--- src/rtl/rand_pkg.sv ---
// Shared definitions for the card dealer: LFSR tap table, reset seed,
// FSM state encoding and card width.
package rand_pkg;

   // Each card is one nibble of the cards bus.
   localparam int CARD_W = 4;

   // Maximal-length feedback masks, indexed by LFSR width 4..16.
   // Bit n-1 set means stage n feeds the XOR that becomes the new LSB.
   localparam logic [15:0] TAPS [4:16] = '{
      16'h000C,  // 4 : x^4+x^3+1
      16'h0014,  // 5 : x^5+x^3+1
      16'h0030,  // 6 : x^6+x^5+1
      16'h0060,  // 7 : x^7+x^6+1
      16'h00B8,  // 8 : x^8+x^6+x^5+x^4+1
      16'h0110,  // 9 : x^9+x^5+1
      16'h0240,  // 10: x^10+x^7+1
      16'h0500,  // 11: x^11+x^9+1
      16'h0829,  // 12: x^12+x^6+x^4+x+1
      16'h100D,  // 13: x^13+x^4+x^3+x+1
      16'h2015,  // 14: x^14+x^5+x^3+x+1
      16'h6000,  // 15: x^15+x^14+1
      16'hD008   // 16: x^16+x^15+x^13+x^4+1
   };

   typedef enum logic [1:0] {
      IDLE = 2'd0,
      DRAW = 2'd1,
      DONE = 2'd2
   } deal_state_t;

   // Reset / zero-replacement seed: the 1010... pattern kept to 'width' LSBs.
   function automatic logic [15:0] default_seed(int width);
      logic [15:0] pat;
      logic [15:0] mask;
      pat  = 16'hAAAA;
      mask = 16'((32'd1 << width) - 32'd1);
      return pat & mask;
   endfunction

endpackage

--- src/rtl/rand_deal_if.sv ---
// Control/status bundle between a deal requester and rand_deal.
interface rand_deal_if
   import rand_pkg::*;
#(
   parameter int WIDTH     = 8,
   parameter int NUM_CARDS = 4
);

   // Handshake: start is a level request sampled only while the dealer is
   // idle (busy = 0); while busy it is ignored and never queued. done is a
   // one-cycle pulse marking the end of a deal; card_valid then stays high
   // with cards stable until the next accepted start or reset. seed_load is
   // an unconditional command taking effect on the edge it is sampled.
   logic                          seed_load;
   logic [WIDTH-1:0]              seed;
   logic                          start;
   logic                          busy;
   logic                          done;
   logic                          card_valid;
   logic [CARD_W*NUM_CARDS-1:0]   cards;
   logic [WIDTH-1:0]              lfsr_q;
   deal_state_t                   state_dbg;

   modport master (
      output seed_load, seed, start,
      input  busy, done, card_valid, cards, lfsr_q, state_dbg
   );

   modport slave (
      input  seed_load, seed, start,
      output busy, done, card_valid, cards, lfsr_q, state_dbg
   );

endinterface

--- src/rtl/rand_deal_lfsr_core.sv ---
// Free-running Fibonacci LFSR (shift left, XOR feedback into the LSB) with
// a synchronous load port; a zero load value is replaced by the default seed
// so the lock-up state is never entered.
module lfsr_core #(
   parameter int          WIDTH = 8,
   parameter logic [15:0] TAPS  = rand_pkg::TAPS[WIDTH]
) (
   input  logic             clk,
   input  logic             rst,
   input  logic             load,
   input  logic [WIDTH-1:0] din,
   output logic [WIDTH-1:0] q
);

   localparam logic [15:0]      SEED_FULL = rand_pkg::default_seed(WIDTH);
   localparam logic [WIDTH-1:0] SEED      = SEED_FULL[WIDTH-1:0];
   localparam logic [WIDTH-1:0] TAP_MASK  = TAPS[WIDTH-1:0];

   logic             fb;
   logic [WIDTH-1:0] q_next;

   // Next state: load wins over the shift; zero is never allowed through.
   always_comb begin
      fb     = ^(q & TAP_MASK);
      q_next = {q[WIDTH-2:0], fb};
      if (load) begin
         q_next = (din == '0) ? SEED : din;
      end
      if (q_next == '0) begin
         q_next = SEED;
      end
   end

   // State register, reset to the default seed.
   always_ff @(posedge clk) begin
      if (rst) begin
         q <= SEED;
      end else begin
         q <= q_next;
      end
   end

endmodule

--- src/rtl/rand_deal.sv ---
// Card dealer: draws NUM_CARDS values in 1..MAX_VAL from the low nibble of a
// free-running LFSR, rejecting out-of-range samples.
// Optional feature macro: RAND_DEAL_NODUP_EN -- also rejects a sample equal
// to a card already accepted in the current deal.
module rand_deal
   import rand_pkg::*;
#(
   parameter int WIDTH     = 8,
   parameter int NUM_CARDS = 4,
   parameter int MAX_VAL   = 13
) (
   input  logic        clk,
   input  logic        rst,
   rand_deal_if.slave  bus
);

   localparam int                 IDX_W    = $clog2(NUM_CARDS + 1);
   localparam logic [IDX_W-1:0]   LAST_IDX = IDX_W'(NUM_CARDS - 1);
   localparam logic [CARD_W-1:0]  MAX_V    = CARD_W'(MAX_VAL);
   localparam int                 CARDS_W  = CARD_W * NUM_CARDS;

   deal_state_t        state_q, state_d;
   logic [IDX_W-1:0]   idx_q, idx_d;
   logic [CARDS_W-1:0] cards_q, cards_d;
   logic               valid_q, valid_d;

   logic [WIDTH-1:0]   lfsr_q;
   logic [CARD_W-1:0]  sample;
   logic               in_range;
   logic               dup;
   logic               accept;

   lfsr_core #(
      .WIDTH (WIDTH),
      .TAPS  (TAPS[WIDTH])
   ) u_lfsr (
      .clk  (clk),
      .rst  (rst),
      .load (bus.seed_load),
      .din  (bus.seed),
      .q    (lfsr_q)
   );

   assign sample   = lfsr_q[CARD_W-1:0];
   assign in_range = (sample != '0) && (sample <= MAX_V);

`ifdef RAND_DEAL_NODUP_EN
   // A deal without duplicates needs at least as many values as cards.
   if (MAX_VAL < NUM_CARDS) begin : g_bad_cfg
      $error("rand_deal: MAX_VAL must be >= NUM_CARDS when duplicates are rejected");
   end

   // Flag a sample that matches any card already accepted in this deal.
   always_comb begin
      dup = 1'b0;
      for (int k = 0; k < NUM_CARDS; k++) begin
         if ((IDX_W'(k) < idx_q) && (cards_q[k*CARD_W +: CARD_W] == sample)) begin
            dup = 1'b1;
         end
      end
   end
`else
   assign dup = 1'b0;
`endif

   assign accept = (state_q == DRAW) && in_range && !dup;

   // Next-state and card-store update.
   always_comb begin
      state_d = state_q;
      idx_d   = idx_q;
      cards_d = cards_q;
      valid_d = valid_q;
      case (state_q)
         IDLE: begin
            if (bus.start) begin
               state_d = DRAW;
               idx_d   = '0;
               cards_d = '0;
               valid_d = 1'b0;
            end
         end
         DRAW: begin
            if (accept) begin
               for (int k = 0; k < NUM_CARDS; k++) begin
                  if (IDX_W'(k) == idx_q) begin
                     cards_d[k*CARD_W +: CARD_W] = sample;
                  end
               end
               idx_d = idx_q + IDX_W'(1);
               if (idx_q == LAST_IDX) begin
                  state_d = DONE;
                  valid_d = 1'b1;
               end
            end
         end
         DONE: begin
            state_d = IDLE;
         end
         default: begin
            state_d = IDLE;
         end
      endcase
   end

   // Registers; reset aborts any deal in flight without a done pulse.
   always_ff @(posedge clk) begin
      if (rst) begin
         state_q <= IDLE;
         idx_q   <= '0;
         cards_q <= '0;
         valid_q <= 1'b0;
      end else begin
         state_q <= state_d;
         idx_q   <= idx_d;
         cards_q <= cards_d;
         valid_q <= valid_d;
      end
   end

   assign bus.busy       = (state_q != IDLE);
   assign bus.done       = (state_q == DONE);
   assign bus.card_valid = valid_q;
   assign bus.cards      = cards_q;
   assign bus.lfsr_q     = lfsr_q;
   assign bus.state_dbg  = state_q;

endmodule
--- src/flat_wrapper.sv ---
// flat-port wrapper written by rule: the top's interface ports become plain ports
module rand_deal_flat import rand_pkg::*;
#(
   parameter int WIDTH     = 8,
   parameter int NUM_CARDS = 4,
   parameter int MAX_VAL   = 13
)
  (clk, rst, bus_seed_load, bus_seed, bus_start, bus_busy, bus_done, bus_card_valid, bus_cards, bus_lfsr_q, bus_state_dbg);
  rand_deal_if #(.WIDTH(WIDTH), .NUM_CARDS(NUM_CARDS)) bus_i ();
  input  logic clk;
  input  logic rst;
  input wire logic [$bits(bus_i.seed_load)-1:0] bus_seed_load;
  input wire logic [$bits(bus_i.seed)-1:0] bus_seed;
  input wire logic [$bits(bus_i.start)-1:0] bus_start;
  output wire logic [$bits(bus_i.busy)-1:0] bus_busy;
  output wire logic [$bits(bus_i.done)-1:0] bus_done;
  output wire logic [$bits(bus_i.card_valid)-1:0] bus_card_valid;
  output wire logic [$bits(bus_i.cards)-1:0] bus_cards;
  output wire logic [$bits(bus_i.lfsr_q)-1:0] bus_lfsr_q;
  output wire logic [$bits(bus_i.state_dbg)-1:0] bus_state_dbg;
  assign bus_i.seed_load = bus_seed_load;
  assign bus_i.seed = bus_seed;
  assign bus_i.start = bus_start;
  assign bus_busy = bus_i.busy;
  assign bus_done = bus_i.done;
  assign bus_card_valid = bus_i.card_valid;
  assign bus_cards = bus_i.cards;
  assign bus_lfsr_q = bus_i.lfsr_q;
  assign bus_state_dbg = bus_i.state_dbg;
  rand_deal #(.WIDTH(WIDTH), .NUM_CARDS(NUM_CARDS), .MAX_VAL(MAX_VAL)) u_core (.clk(clk), .rst(rst), .bus(bus_i));
endmodule
--- config.mk ---
export PLATFORM = sky130hd
export DESIGN_NAME = rand_deal_flat
export DESIGN_NICKNAME = d
export VERILOG_FILES = /design/src/rtl/rand_pkg.sv /design/src/rtl/rand_deal_if.sv /design/src/rtl/rand_deal_lfsr_core.sv /design/src/rtl/rand_deal.sv /design/src/flat_wrapper.sv
export SDC_FILE = /design/constraint.sdc
export NUM_CORES = 1
export LEC_CHECK = 0
export CORE_ASPECT_RATIO = 1.5
export CORE_MARGIN = 4
export CORE_UTILIZATION = 45
export CTS_BUF_LIST = sky130_fd_sc_hd__clkbuf_8
export DETAILED_ROUTE_END_ITERATION = 10
export MAX_ROUTING_LAYER = met4
export PLACE_DENSITY_LB_ADDON = 0.2
export SYNTH_ARGS = -nofsm -noshare
export SYNTH_HDL_FRONTEND = slang
export SYNTH_SLANG_ARGS = --single-unit
export TNS_END_PERCENT = 1
--- constraint.sdc ---
create_clock -name clk -period 1.65 [get_ports clk]
set_clock_uncertainty 0.2 [all_clocks]
set_input_delay 0.2475 -clock clk [delete_from_list [all_inputs] [get_ports clk]]
set_output_delay 0.2475 -clock clk [all_outputs]
set_load 0.02 [all_outputs]
==> results.md <==
- Status: finished with violations
- Failing checks: negative setup slack
- Setup ws final: -0.144 ns
- DR pass1 iterations: 4
- Cts-stage hold buffer count: 0
- Syn Area/Cell: 9.24 um2
- Root Driver: clkbuf_8
- Post-route ant nets: 0
- Min-delay src: bus_seed[6]
- Final WL: 4.28 mm
- Critical path endpoint category: register
- Commonest register cell after synthesis: dfxtp_1
- Lkg Pwr: between 1 and 1.5 nW
- Num CTS Buffers: 5
- Async SR Flop Fraction: 0%
- Area grow syn2layout: 46.9%
- Mapped Nets: 184
- Uppermost layer routed: met4
- Port Buffers: 40
- Seq cells post-synth: 30
- Distinct cell type count after synthesis: 43
- TritonCTS clock tree: done
- Nets: between 200 and 250
- Most common cell after layout, fill and taps aside: dlygate4sd2_1
- Routed wire per std cell: 15.7 um
- Post-route setup TNS: -0.490 ns
- Vias post-DR: roughly 1,500
- Vias in the first global route: 1,516
- Fmax: 557 MHz
- DRC: 0
- P per Cell Area: 769 nW/um2
- Metal-1 WL: 1.53 mm
- Post-DP HPWL: 3.21 mm
- Setup Fix Bufs, Post-CTS: 0
- Slew Limit Fails: 0
- VDD IR max: 0.664 mV
- Cell area after synthesis: roughly 1500 um2
- Row count: 25
- Pin count of the biggest net entering global routing: 17
- Clk_lat worst skew: between 0.2 and 0.3 ns
- Clock share of power: between 30 and 40%
- Reg-to-Reg Start: u_core.u_lfsr.q[4]
- Switching power total: 0.490 mW
- Max-Cap Viols: 0
- Worst-path clk slew: 0.06 ns
- Int Power: 1.25 mW
- IO Count: 41
- Clock sinks: 30
- Fraction of layout cells with a size suffix above 1: 25.8%
- Final period util: 109%
- Endpoints failing hold: 0
- Worst slew margin: 74.8%
- Tot GR Track Use: approximately a fifth
- Worst-Margin Slew: between 0.3 and 0.4 ns
- Filler cell count: 262
- DRT iter0 DRCs: 10
- Total core area: 3220 um2
- Post-synth EDFFs: 0
- Total grt overflow: 0
- WS Path Type: in2reg
- Post-synth top area share: between 30% and 40%
- Die height: roughly 80 um
- Flop pwr share: 44.2%
- Initial antenna violation count: 0
- RSZ-0062 raised after global routing: true
- Data required, critical path: 1.62 ns
- Most frequent cells in the layout: dlygate4sd2_1, buf_4, dfxtp_1
- Final setup viols: 13
- Met3 routed WL: 175 um
- CP Launch Type: input pin
- Synth area leaders: dfxtp_1, mux2i_1, nor2_1
- Mapped Cells: between 150 and 200
- Sw frac: 28.1%
- Min-delay worst type: in2reg
- CP startpoint: bus_seed[2]
- Drt via density: 5.45
- Clk buf depth: 2
- WP data arrival: 1.77 ns
- First-pass GRT wire length: about 7.0 mm
- Fin crit period: 1.79 ns
- Ant diodes: 0
- Die X-Extent: 55.8 um
- Die ar.: 4450 um2
- Power Total: 1.74 mW
- Final GP Congestion: 0.744
- Ys Warns: 0
- Met2 WL: about 2.4 mm
- H-tree levels: 2
- Sequential share of the synthesized area: 38.9%
- Initial Util: 47.9%
- Comb pwr share: 20.3%
- Largest area contributor in the netlist: dfxtp_1
- Worst-path maximum fanout: 3
-- synthesized netlist by cell type, types with 2 or more instances --
library cell  count
ha_1              5
nand4_4           3
and2_1            5
nand3_1           5
inv_1             5
nor2b_1           5
o31a_1            2
or2_2             2
o21a_1           10
dfxtp_1          30
buf_6             2
mux2i_1          10
a21oi_1           5
a211o_1           2
and3_1           11
nor2_1           23
or4_4             2
nand2_1          10
xnor2_1           2
o211ai_1          2
clkbuf_1          4
-- worst max-delay path, cell delays in order --
cell,delay (ns)
clkdlybuf4s50_1,0.44
nor4_2,0.27
buf_4,0.17
nand2_1,0.09
o31a_1,0.29
a211o_1,0.26
-- stage by stage --
| step | cell area (um2) | util, % | cells | hold WS (ns) | worst slack [ns] |
|---|---|---|---|---|---|
| global route | 2270 | 70.3 | 273 | 0.138 | -0.204 |
| global placement | 2160 | 67.0 | 265 | 0.246 | -0.396 |
| CTS | 2250 | 69.7 | 273 | 0.258 | -0.170 |
| floorplan | 1570 | - | 167 | 0.191 | -0.111 |
| finish | 2270 | 70.3 | 273 | 0.0898 | -0.144 |
| detailed placement | 2160 | 67.0 | 265 | 0.251 | -0.526 |
-- layer usage --
metal	global-route usage [%]	vias to the layer above
met1	17.9	712
li1	-	722
met4	12.7	0
met5	-	-
met3	4.53	8
met2	41.6	45
-- cell type report --
type	count	area [um2]	area share (%)
multi-input combinational	123	915	40.4
sequential	30	608	26.8
timing repair buffer	67	579	25.6
clock buffer	6	82.6	3.64
tap	40	50.0	2.21
inverter	5	18.8	0.828
clock inverter	2	12.5	0.552
-- sequential cells by signal (all words and copies together) (netlist names) --
| register | count |
|---|---|
| u_core.u_lfsr.q | 8 |
| u_core.bus.cards | 16 |
| u_core.idx_q | 3 |
| u_core.bus.card_valid | 1 |
| u_core.bus.state_dbg | 2 |
-- cell families after synthesis --
family          after synthesis  synth area share [%]
flops                        30                  38.9
buf+inv                      14                  5.03
xor+xnor                      3                  1.70
fa+ha+maj                     5                  4.06
simple gates                 75                  29.4
compound gates               30                  14.4
mux                          10                  6.49
-- path summary, 6_finish.rpt --
path                      endpoint  slack, ns  depth (start not counted)
max             u_core.u_lfsr.q[5]      -0.14                          6
max reg2reg     u_core.u_lfsr.q[7]      -0.12                          4
min             u_core.u_lfsr.q[6]       0.09                          3
min reg2reg  u_core.bus.card_valid       0.25                          2
-- power by group through the flow --
| stage | registers, mW | logic [mW] | clock network, mW |
|---|---|---|---|
| after floorplan | 0.820 | 0.152 | 0 |
| after global placement | 0.785 | 0.347 | 0 |
| after detailed placement | 0.786 | 0.356 | 0 |
| after CTS | 0.770 | 0.352 | 0.629 |
| after global routing | 0.774 | 0.381 | 0.663 |
| final | 0.771 | 0.353 | 0.619 |
-- what timing repair did --
action	4_1_cts	5_1_grt
gates cloned	0	0
resized for setup	39	7
pin swaps	3	3
endpoints found under the setup margin	53	26
Power figures use the tool's default switching activity.
